[src/rtl/ysyx_041461_axi_master_pkg.sv]
// ----------------------------------------------------------------------------
// ysyx_041461_axi_master_pkg
// Shared definitions for the single-beat AXI4 master:
//   - FSM state encoding
//   - AXI response codes (OKAY/EXOKAY/SLVERR/DECERR)
//   - burst type INCR and transfer size for 64-bit beats
// ----------------------------------------------------------------------------
package ysyx_041461_axi_master_pkg;

    typedef enum logic [2:0] {
        ST_IDLE  = 3'd0,
        ST_RADDR = 3'd1,
        ST_RDATA = 3'd2,
        ST_WREQ  = 3'd3,
        ST_WRESP = 3'd4,
        ST_DONE  = 3'd5
    } axi_state_t;

    localparam logic [1:0] AXI_RESP_OKAY   = 2'b00;
    localparam logic [1:0] AXI_RESP_EXOKAY = 2'b01;
    localparam logic [1:0] AXI_RESP_SLVERR = 2'b10;
    localparam logic [1:0] AXI_RESP_DECERR = 2'b11;

    localparam logic [1:0] AXI_BURST_INCR  = 2'b01;
    localparam logic [2:0] AXI_SIZE_64B    = 3'b011;

endpackage

[src/rtl/ysyx_041461_axi_master.sv]
// ----------------------------------------------------------------------------
// ysyx_041461_axi_master
// Bridges a simple CPU request/response handshake onto AXI4 with exactly one
// single-beat (64-bit, INCR, len 0) transaction outstanding at a time.
//
// Parameters:
//   AXI_ID       ID driven on awid/arid
// Ports:
//   clk, rst     clock (rising edge), asynchronous active-low reset
//   req_*        CPU request: valid/ready, wen (1=write), addr, wdata, wstrb
//   resp_*       CPU response: valid/ready, rdata, err
//   aw*/w*/b*    AXI4 write address / write data / write response channels
//   ar*/r*       AXI4 read address / read data channels
//
// Build option:
//   YSYX_041461_AXI_MASTER_IDCHK_EN  when defined, an rid/bid that differs
//   from AXI_ID on the accepting beat forces resp_err; otherwise rid/bid are
//   ignored.
// ----------------------------------------------------------------------------
module ysyx_041461_axi_master
    import ysyx_041461_axi_master_pkg::*;
#(
    parameter logic [3:0] AXI_ID = 4'd0
) (
    input  logic        clk,
    input  logic        rst,

    input  logic        req_valid,
    output logic        req_ready,
    input  logic        req_wen,
    input  logic [31:0] req_addr,
    input  logic [63:0] req_wdata,
    input  logic [7:0]  req_wstrb,

    output logic        resp_valid,
    input  logic        resp_ready,
    output logic [63:0] resp_rdata,
    output logic        resp_err,

    output logic        awvalid,
    input  logic        awready,
    output logic [3:0]  awid,
    output logic [31:0] awaddr,
    output logic [7:0]  awlen,
    output logic [2:0]  awsize,
    output logic [1:0]  awburst,

    output logic        wvalid,
    input  logic        wready,
    output logic [63:0] wdata,
    output logic [7:0]  wstrb,
    output logic        wlast,

    input  logic        bvalid,
    output logic        bready,
    input  logic [3:0]  bid,
    input  logic [1:0]  bresp,

    output logic        arvalid,
    input  logic        arready,
    output logic [3:0]  arid,
    output logic [31:0] araddr,
    output logic [7:0]  arlen,
    output logic [2:0]  arsize,
    output logic [1:0]  arburst,

    input  logic        rvalid,
    output logic        rready,
    input  logic [3:0]  rid,
    input  logic [1:0]  rresp,
    input  logic [63:0] rdata,
    input  logic        rlast
);

    axi_state_t  state;
    axi_state_t  state_next;

    logic [31:0] addr_q;
    logic [63:0] wdata_q;
    logic [7:0]  wstrb_q;
    logic        aw_done;
    logic        w_done;

    logic        req_fire;
    logic        aw_fire;
    logic        w_fire;
    logic        aw_fin;
    logic        w_fin;
    logic        rd_err;
    logic        wr_err;

    // Single-beat transactions only: rlast carries no information here.
    logic        unused_inputs;
`ifdef YSYX_041461_AXI_MASTER_IDCHK_EN
    assign unused_inputs = &{1'b0, rlast};
`else
    assign unused_inputs = &{1'b0, rlast, rid, bid};
`endif

    // Constant request fields.
    assign awid    = AXI_ID;
    assign arid    = AXI_ID;
    assign awlen   = 8'd0;
    assign arlen   = 8'd0;
    assign awsize  = AXI_SIZE_64B;
    assign arsize  = AXI_SIZE_64B;
    assign awburst = AXI_BURST_INCR;
    assign arburst = AXI_BURST_INCR;
    assign wlast   = 1'b1;

    assign awaddr  = addr_q;
    assign araddr  = addr_q;
    assign wdata   = wdata_q;
    assign wstrb   = wstrb_q;

    // Handshake signals are pure decodes of the state/flag flops, so an
    // asynchronous reset drops them immediately.
    assign req_ready  = (state == ST_IDLE);
    assign resp_valid = (state == ST_DONE);
    assign arvalid    = (state == ST_RADDR);
    assign rready     = (state == ST_RDATA);
    assign bready     = (state == ST_WRESP);
    assign awvalid    = (state == ST_WREQ) && !aw_done;
    assign wvalid     = (state == ST_WREQ) && !w_done;

    assign req_fire = req_valid && req_ready;
    assign aw_fire  = awvalid && awready;
    assign w_fire   = wvalid && wready;

    // A channel counts as finished if it completed earlier or completes now,
    // which covers both handshakes landing in the same cycle.
    assign aw_fin = aw_done || aw_fire;
    assign w_fin  = w_done || w_fire;

`ifdef YSYX_041461_AXI_MASTER_IDCHK_EN
    assign rd_err = (rresp != AXI_RESP_OKAY) || (rid != AXI_ID);
    assign wr_err = (bresp != AXI_RESP_OKAY) || (bid != AXI_ID);
`else
    assign rd_err = (rresp != AXI_RESP_OKAY);
    assign wr_err = (bresp != AXI_RESP_OKAY);
`endif

    always_ff @(posedge clk or negedge rst) begin
        if (!rst) begin
            state <= ST_IDLE;
        end else begin
            state <= state_next;
        end
    end

    always_comb begin
        state_next = state;
        case (state)
            ST_IDLE:  if (req_valid)         state_next = req_wen ? ST_WREQ : ST_RADDR;
            ST_RADDR: if (arready)           state_next = ST_RDATA;
            ST_RDATA: if (rvalid)            state_next = ST_DONE;
            ST_WREQ:  if (aw_fin && w_fin)   state_next = ST_WRESP;
            ST_WRESP: if (bvalid)            state_next = ST_DONE;
            ST_DONE:  if (resp_ready)        state_next = ST_IDLE;
            default:                         state_next = ST_IDLE;
        endcase
    end

    always_ff @(posedge clk or negedge rst) begin
        if (!rst) begin
            addr_q     <= 32'd0;
            wdata_q    <= 64'd0;
            wstrb_q    <= 8'd0;
            aw_done    <= 1'b0;
            w_done     <= 1'b0;
            resp_rdata <= 64'd0;
            resp_err   <= 1'b0;
        end else begin
            if (req_fire) begin
                addr_q     <= req_addr;
                wdata_q    <= req_wdata;
                wstrb_q    <= req_wstrb;
                aw_done    <= 1'b0;
                w_done     <= 1'b0;
                resp_rdata <= 64'd0;
                resp_err   <= 1'b0;
            end
            if (aw_fire) begin
                aw_done <= 1'b1;
            end
            if (w_fire) begin
                w_done <= 1'b1;
            end
            if ((state == ST_RDATA) && rvalid) begin
                resp_rdata <= rdata;
                resp_err   <= rd_err;
            end
            // Writes report zero data.
            if ((state == ST_WRESP) && bvalid) begin
                resp_rdata <= 64'd0;
                resp_err   <= wr_err;
            end
        end
    end

endmodule
[config.mk]
export PLATFORM = sky130hd
export DESIGN_NAME = ysyx_041461_axi_master
export DESIGN_NICKNAME = d
export VERILOG_FILES = /design/src/rtl/ysyx_041461_axi_master_pkg.sv /design/src/rtl/ysyx_041461_axi_master.sv
export SDC_FILE = /design/constraint.sdc
export NUM_CORES = 1
export LEC_CHECK = 0
export CORE_MARGIN = 10
export CORE_UTILIZATION = 30
export DETAILED_ROUTE_END_ITERATION = 12
export GPL_ROUTABILITY_DRIVEN = 1
export PLACE_DENSITY_LB_ADDON = 0.25
export SYNTH_ARGS = -nofsm -noshare
export SYNTH_HDL_FRONTEND = slang
export SYNTH_SLANG_ARGS = --single-unit
export TNS_END_PERCENT = 5
[constraint.sdc]
create_clock -name clk -period 2.1 [get_ports clk]
set_input_delay 0.42 -clock clk [delete_from_list [all_inputs] [get_ports clk]]
set_output_delay 0.42 -clock clk [all_outputs]
set_load 0.05 [all_outputs]
After elaboration in Yosys (flattened, before gate mapping)
Index checks and enable logic that the tools add are counted.
Storage, ports and cells
  flip-flop bits (word level): 174
  word-level logic and storage cells: 54
Cells by class
  equality and inequality tests: 11
  muxes and demuxes: 16
  reductions and logical operators: 19
Operators by type and width (number)
  $mux 64: 3
  $mux 3: 6
  $pmux 3 s6: 1
  $logic_and 1x1->1: 8
  $reduce_bool 2->1: 4
  $eq 3x2->1 const B: 2
  $eq 3x3->1 const B: 2
  $ne 2x1->1 const B: 3
  $ne 2x2->1 const B: 3
  $reduce_and 6->1: 1
  $mux 1: 5
  $eq 3x1->1 const B: 1
  $logic_not 3->1: 1
  $reduce_bool 3->1: 1
  $logic_not 1->1: 2
  $logic_or 1x1->1: 2
  $mux 2: 1

Longest topological paths before layout
Gate-level depths: netlist (run 1).
  depth after elaboration: 7
  depth in mapped cells: 7

Worst setup path before layout (run 1)
Ideal clock, no wire load.
  kind: register to output
  from: reg state[2]
  to: out bready
  arrival: 1956 ps
  data required time: 1680 ps
  path slack: -276 ps
  stages on the path, launching flop included: 4
  buffers on the path: 2
  cell sequence: dfrtp_1 buf_2 clkbuf_1 nor3b_1
On the way
  word-level cells in the longest chain between the ends: 1
RTL lines
  start: declaration: line ysyx_041461_axi_master.sv:75  | axi_state_t state;
  start signal: assignment: line ysyx_041461_axi_master.sv:147  | state <= state_next;
  $eq 3x3->1: line ysyx_041461_axi_master.sv:122  | assign bready = (state == ST_WRESP);
  end: declaration: line ysyx_041461_axi_master.sv:55  | output logic bready,
Every way passes these cells.

Final worst setup path (run 1)
  from: reg addr_q[3] (netlist: araddr[3])
  to: out awaddr[3]
RTL lines
  start: declaration: line ysyx_041461_axi_master.sv:78  | logic [31:0] addr_q;
  start signal: assignment: line ysyx_041461_axi_master.sv:175  | addr_q <= req_addr;
  end: declaration: line ysyx_041461_axi_master.sv:43  | output logic [31:0] awaddr,
No word-level cell between the ends.

==> impl_metrics.tcl, run 1 <==
set metrics [dict create \
    fp.coreArea_mm2 0.02361 \
    synthFlopType "dfrtp_1" \
    cp_cell_sequence "clkdlybuf4s50_1" \
    cts_buffers 17 \
    num_vias 5160 \
    p_sw_mw 11.28 \
    synth_seq_area_share_pct 60.30 \
    synth_area_leaders "dfrtp_1 (60%), mux2_2 (10%), mux2_4 (7.9%)" \
    drive_gt1_share_pct 20.47 \
    skew_ns 0.01040 \
    postLayoutCellArea_mm2 0.01195 \
    grt_pass1_vias 5679 \
    synth_commonest_cells "dfrtp_1 (174), buf_4 (67), mux2_2 (66)" \
    worstPathRequired_ns 1.68 \
    yosysMostFrequentCell "dfrtp_1" \
    fin_crit_ns 2.044 \
    placed_cells 1147 \
    drc_errors 0 \
    firstDrtPassIters 4 \
    syn-instance-count 484 \
    synth_top_area_share_pct 60.30 \
    grt_use_total_pct 15.14 \
    rsz0062_at_grt "yes" \
    worst_pin_slew_ns 0.5881 \
    slowest_delay_ns 0.82 \
    grt_pass1_wl_mm 36.21 \
    ir_worst_vdd_v 0.001015 \
    hold_ws_ns 0.4910 \
    cts-root-buf "clkbuf_16" \
    placed_cell_area_mm2 0.01124 \
    async_reset_ff_share_pct 100.0 \
    pre_cts_ws_ns 0.09725 \
    grt_max_degree 63 \
    utilization_pct 50.63 \
    status "complete, no violations" \
    dr_wl_met2_mm 12.26 \
    htreeDepth 4 \
    highest_layer "met4" \
    p_comb_share_pct 60.7 \
    ys_warn_count 0 \
    die_h_um 175.1 \
    synth_edf_count 0 \
    max_freq_mhz 489.2 \
    timing.slew.headroom_pct 60.67 \
    gp_congestion 0.7596 \
    pwr-share-seq_pct 24.6 \
    slew_viol_final 0 \
    timing.final.ws_setup_ns 0.05602 \
    cellPowerDensity_mw_per_mm2 1952 \
    drt-total-wl_mm 23.75 \
    final-instance-count-excl-fill 1179 \
    hp-class "input pin to async pin" \
    p_clk_share_pct 14.6 \
    syn_to_final_growth_pct 65.55 \
    wl_met3_mm 2.406 \
    nets 1039 \
    diodes 0 \
    syn_area_mm2 0.007221 \
    critPathArrivalTime_ns 1.62 \
    clk_pin_slew_ns 0.07 \
    ys_seq_elements 174 \
    critPathSlowestCell "clkdlybuf4s50_1" \
    die_area_mm2 0.03067 \
    synth_cell_types 35 \
    end_kind "output port" \
    io_buffers 389 \
    synth_top_area_cell "dfrtp_1" \
    die_w_um 175.1 \
    worstPathMaxFanout 3 \
    io-pin-count 434 \
    drv_cap 0 \
    num_rows 56 \
    routedWlPerCell_um 20.14 \
    p_leak_nw 5.465 \
    finalSetupViolations 0 \
    dp_hpwl_mm 18.57 \
    vias_per_cell 4.377 \
    start_kind "register" \
    ant_nets 0 \
    cts_sinks 174 \
    layout_worst_path_cycle_share_pct 97.33 \
    path_class "register to output port" \
    syn_avg_cell_area_um2 14.92 \
    finalHoldViolCount 0 \
    cpLargestDelayFamily "buffers and inverters" \
    m1WireLength_mm 8.891 \
    cts_tree "built" \
    start_util_pct 30.58 \
    overflow 0 \
    critPathBufInv 1 \
    p_sw_share_pct 48.31 \
    grt_antenna_before_repair 0 \
    clkLatencyLatePin_ns 0.42 \
    p_int_mw 12.06 \
    reg2reg_slack_ns 0.41 \
    clockBufferDepth 2 \
    drt_iter0_markers 280 \
]
## layout make-up
class,instances,area (um^2)
fill,2109,11660
sequential,174,4354
timing repair buffer,409,4245
multi-input combinational,245,2322
clock buffer,17,425.4
tap,319,399.1
clock inverter,14,203.9
inverter,1,3.754
## sequential cells by signal, indices dropped and copies added, names as in the netlist
name and flops:
resp_rdata 64, wdata 64, araddr 32, wstrb 8, state 3, aw_done 1
resp_err 1, w_done 1
## cells in the final DEF (no fill, tap or decap), types with 4 or more instances in the layout
cell type and n:
dfrtp_1 174, mux2i_1 4, buf_12 13, a22o_1 64, buf_4 18, inv_6 5, mux2_2 66, clkbuf_16 17
dlygate4sd2_1 10, conb_1 35, dlymetal6s2s_1 31, mux2_4 38, nand2_1 5, clkdlybuf4s50_1 335, bufinv_16 4
## power by group through the flow
stage                     Sequential, mW  Combinational [mW]  Clock [mW]
after floorplan                     10.8                4.75           0
after global placement              5.77                14.4           0
after detailed placement            5.81                14.4           0
after CTS                           5.78                14.4        3.53
after global routing                5.98                14.7        3.67
final                               5.75                14.2        3.42
## final timing paths
path | cells past startpoint | startpoint | endpoint
setup / recovery | 1 | araddr[3]$_DFFE_PN0P_ | awaddr[3]
hold / removal | 2 | rst | araddr[30]$_DFFE_PN0P_
setup reg to reg | 4 | state[2]$_DFFE_PN0P_ | wdata[13]$_DFFE_PN0P_
hold reg to reg | 1 | resp_err$_DFFE_PN0P_ | resp_err$_DFFE_PN0P_
max in group asynchronous | 3 | rst | wdata[19]$_DFFE_PN0P_
min in group clk | 1 | resp_err$_DFFE_PN0P_ | resp_err$_DFFE_PN0P_
## layer usage
layer | up-vias | global-route usage (%)
li1 | 2355 | -
met1 | 2552 | 16.36
met2 | 238 | 26.37
met3 | 15 | 7.243
met4 | 0 | 3.179
met5 | - | 0
## logic make-up after synthesis
logic type      after synthesis  synth area share (%)
compound gates               77                 9.011
buf+inv                      98                 9.652
flops                       174                 60.30
mux                         108                 18.75
other cells                   2                0.1040
simple gates                 25                 2.183
## repair_timing
action,4_1_cts,5_1_grt
gates resized for setup,10,33
setup buffers,0,0
setup endpoints to repair,10,39
hold buffers,1,0
hold endpoints to repair,33,0
## per-stage QoR
stage	total power [mW]	setup TNS (ns)
2_1_floorplan	15.55	0
3_3_place_gp	20.14	0
3_5_place_dp	20.24	0
4_1_cts	23.69	0
5_1_grt	24.38	-0.04237
6_report	23.34	0
Power figures use the tool's default switching activity.
==> inputs of run 2 (changes only) <==
Settings changed: CAP_MARGIN set to 0, SLEW_MARGIN set to 20.
==> results of run 2 <==
The final DEF is identical to that of run 1; final timing and power are the same.
==> inputs of run 3 (changes only) <==
Settings changed: CORE_AREA set to 10 10 162 164, CORE_MARGIN 10 to unset, CORE_UTILIZATION 30 to unset, DIE_AREA set to 0 0 172 174.
==> run 3 against run 2 <==
Non-clock buffer count down 1; register-to-register slack improved by 0.03 ns; wire length barely moved; clock power decreased by 4%; sequential share of layout area is 0.087 points lower; utilization is 1.2 points higher; worst hold slack worse by 0.052 ns; power decreased by 0.19%; sequential power about the same; largest cell class unchanged.
==> impl_metrics.tcl, run 3 (synthesis results as in run 1) <==
set metrics [dict create \
    num_vias 5158 \
    critPathSlowestCell "clkdlybuf4s50_1" \
    placed_cells 1117 \
    layout_worst_path_cycle_share_pct 97.30 \
    end_kind "output port" \
    rr_startpoint "state[2]$_DFFE_PN0P_" \
    dr_wl_met2_mm 12.04 \
    timing.slew.headroom_pct 61.06 \
    critPathBufInv 1 \
    max_freq_mhz 489.4 \
    start_kind "register" \
    drv_cap 0 \
    grt_use_total_pct 15.16 \
    cts_sinks 174 \
    final-instance-count-excl-fill 1150 \
    gp_congestion 0.7600 \
    num_rows 56 \
    post_cts_buffers 0 \
    status "complete, no violations" \
    p_sw_share_pct 49.16 \
    finalHoldViolCount 0 \
    drt-total-wl_mm 23.73 \
    p_leak_nw 5.710 \
    rsz0062_at_grt "yes" \
    regArea_mm2 0.004354 \
    ant_nets 0 \
    reg2regPathDepth 4 \
    fill_cells 2014 \
    slew_viol_final 0 \
    highest_layer "met4" \
    grt_antenna_before_repair 0 \
    finalSetupViolations 0 \
    path_class "register to output port" \
    cts-root-buf "clkbuf_16" \
    drive_gt1_share_pct 20.00 \
    worst_pin_slew_ns 0.5823 \
    grt_pass1_vias 5719 \
    clkLatencyLatePin_ns 0.42 \
    pre_cts_ws_ns 0.1039 \
    clk_pin_slew_ns 0.07 \
    diodes 0 \
    io-pin-count 434 \
    die_w_um 172 \
    die_area_mm2 0.02993 \
    drt_iter0_markers 264 \
    utilization_pct 51.82 \
    hp-class "input pin to async pin" \
    overflow 0 \
    p_sw_mw 11.45 \
    p_clk_share_pct 14.2 \
    pwr-share-seq_pct 24.6 \
    fin_crit_ns 2.043 \
    dp_hpwl_mm 18.40 \
    wl_met3_mm 2.942 \
    drc_errors 0 \
    m1WireLength_mm 8.563 \
    nets 1038 \
    htreeDepth 4 \
    skew_ns 0.01316 \
    cts_tree "built" \
    cts_buffers 17 \
    start_util_pct 31.23 \
    grt_max_degree 66 \
    cpLargestDelayFamily "buffers and inverters" \
    r2r-end "wdata[35]$_DFFE_PN0P_" \
    die_h_um 174 \
    routedWlPerCell_um 20.63 \
    layout_common_cells "clkdlybuf4s50_1 (327), dfrtp_1 (174), mux2_2 (66), a22o_1 (64), dlymetal6s2s_1 (51)" \
    p_comb_share_pct 61.3 \
    reg2reg_slack_ns 0.44 \
    syn_to_final_growth_pct 65.95 \
    cp_cell_sequence "clkdlybuf4s50_1" \
    ir_worst_vdd_v 0.0007789 \
    io_buffers 389 \
    layout_commonest_cell "clkdlybuf4s50_1" \
    worstPathRequired_ns 1.68 \
    slowest_delay_ns 0.86 \
    vias_per_cell 4.485 \
    firstDrtPassIters 6 \
    clockBufferDepth 2 \
    critPathArrivalTime_ns 1.62 \
    timing.final.ws_setup_ns 0.05660 \
    p_int_mw 11.84 \
    cellPowerDensity_mw_per_mm2 1944 \
    multiInputGateArea_mm2 0.002322 \
    grt_pass1_wl_mm 35.04 \
    fp.coreArea_mm2 0.02312 \
    worstPathMaxFanout 2 \
]
-- run 3: power by group through the flow --
| stage | sequential, mW | clock (mW) | combinational [mW] |
|---|---|---|---|
| 2_1_floorplan | 10.8 | 0 | 4.75 |
| 3_3_place_gp | 5.75 | 0 | 14.4 |
| 3_5_place_dp | 5.78 | 0 | 14.4 |
| 4_1_cts | 5.76 | 3.42 | 14.4 |
| 5_1_grt | 5.95 | 3.55 | 14.8 |
| 6_report | 5.73 | 3.30 | 14.3 |
-- run 3: metrics by stage --
step | hold slack (ns) | instance area [um^2] | TNS, ns | total power [mW]
after global placement | 0.3254 | 11220 | 0 | 20.12
after floorplan | 0.1244 | 7366 | 0 | 15.55
after detailed placement | 0.3255 | 11220 | 0 | 20.23
after CTS | 0.4264 | 11850 | 0 | 23.63
after global routing | 0.4529 | 11980 | -0.07381 | 24.26
final | 0.4390 | 11980 | 0 | 23.29
-- run 3: worst max path at each step --
stage	from	cells past startpoint	end
final	resp_rdata[3]$_DFFE_PN0P_	1	resp_rdata[3]
after global routing	state[1]$_DFFE_PN0P_	4	rready
after CTS	araddr[1]$_DFFE_PN0P_	1	awaddr[1]
after detailed placement	req_valid	4	wdata[43]$_DFFE_PN0P_
after global placement	req_valid	4	wdata[8]$_DFFE_PN0P_
after floorplan	state[2]$_DFFE_PN0P_	4	awvalid
-- run 3: area by class of cell --
cell class,count,area share [%]
Sequential cell,174,36.34
Timing Repair Buffer,408,36.06
Multi-Input combinational cell,245,19.38
Clock buffer,17,3.550
Tap cell,290,3.028
Clock inverter,15,1.618
Inverter,1,0.03133
-- run 3: routing by layer --
metal | global-route usage, % | vias up
li1 | - | 2349
met1 | 16.31 | 2549
met2 | 25.99 | 248
met3 | 7.703 | 12
met4 | 3.162 | 0
met5 | 0 | -
-- run 3: repair_timing --
action                                  CTS  global route
endpoints found under the setup margin    4            56
endpoints found under the hold margin    27             0
hold buffers                              1             0
resized for setup                         2            53
-- run 3: worst reg2reg max path, cell delays in order, from the launching register on --
cell and delay [ns]:
dfrtp_1 0.41, nor3_4 0.25, and2_4 0.31, buf_12 0.23, mux2_2 0.36
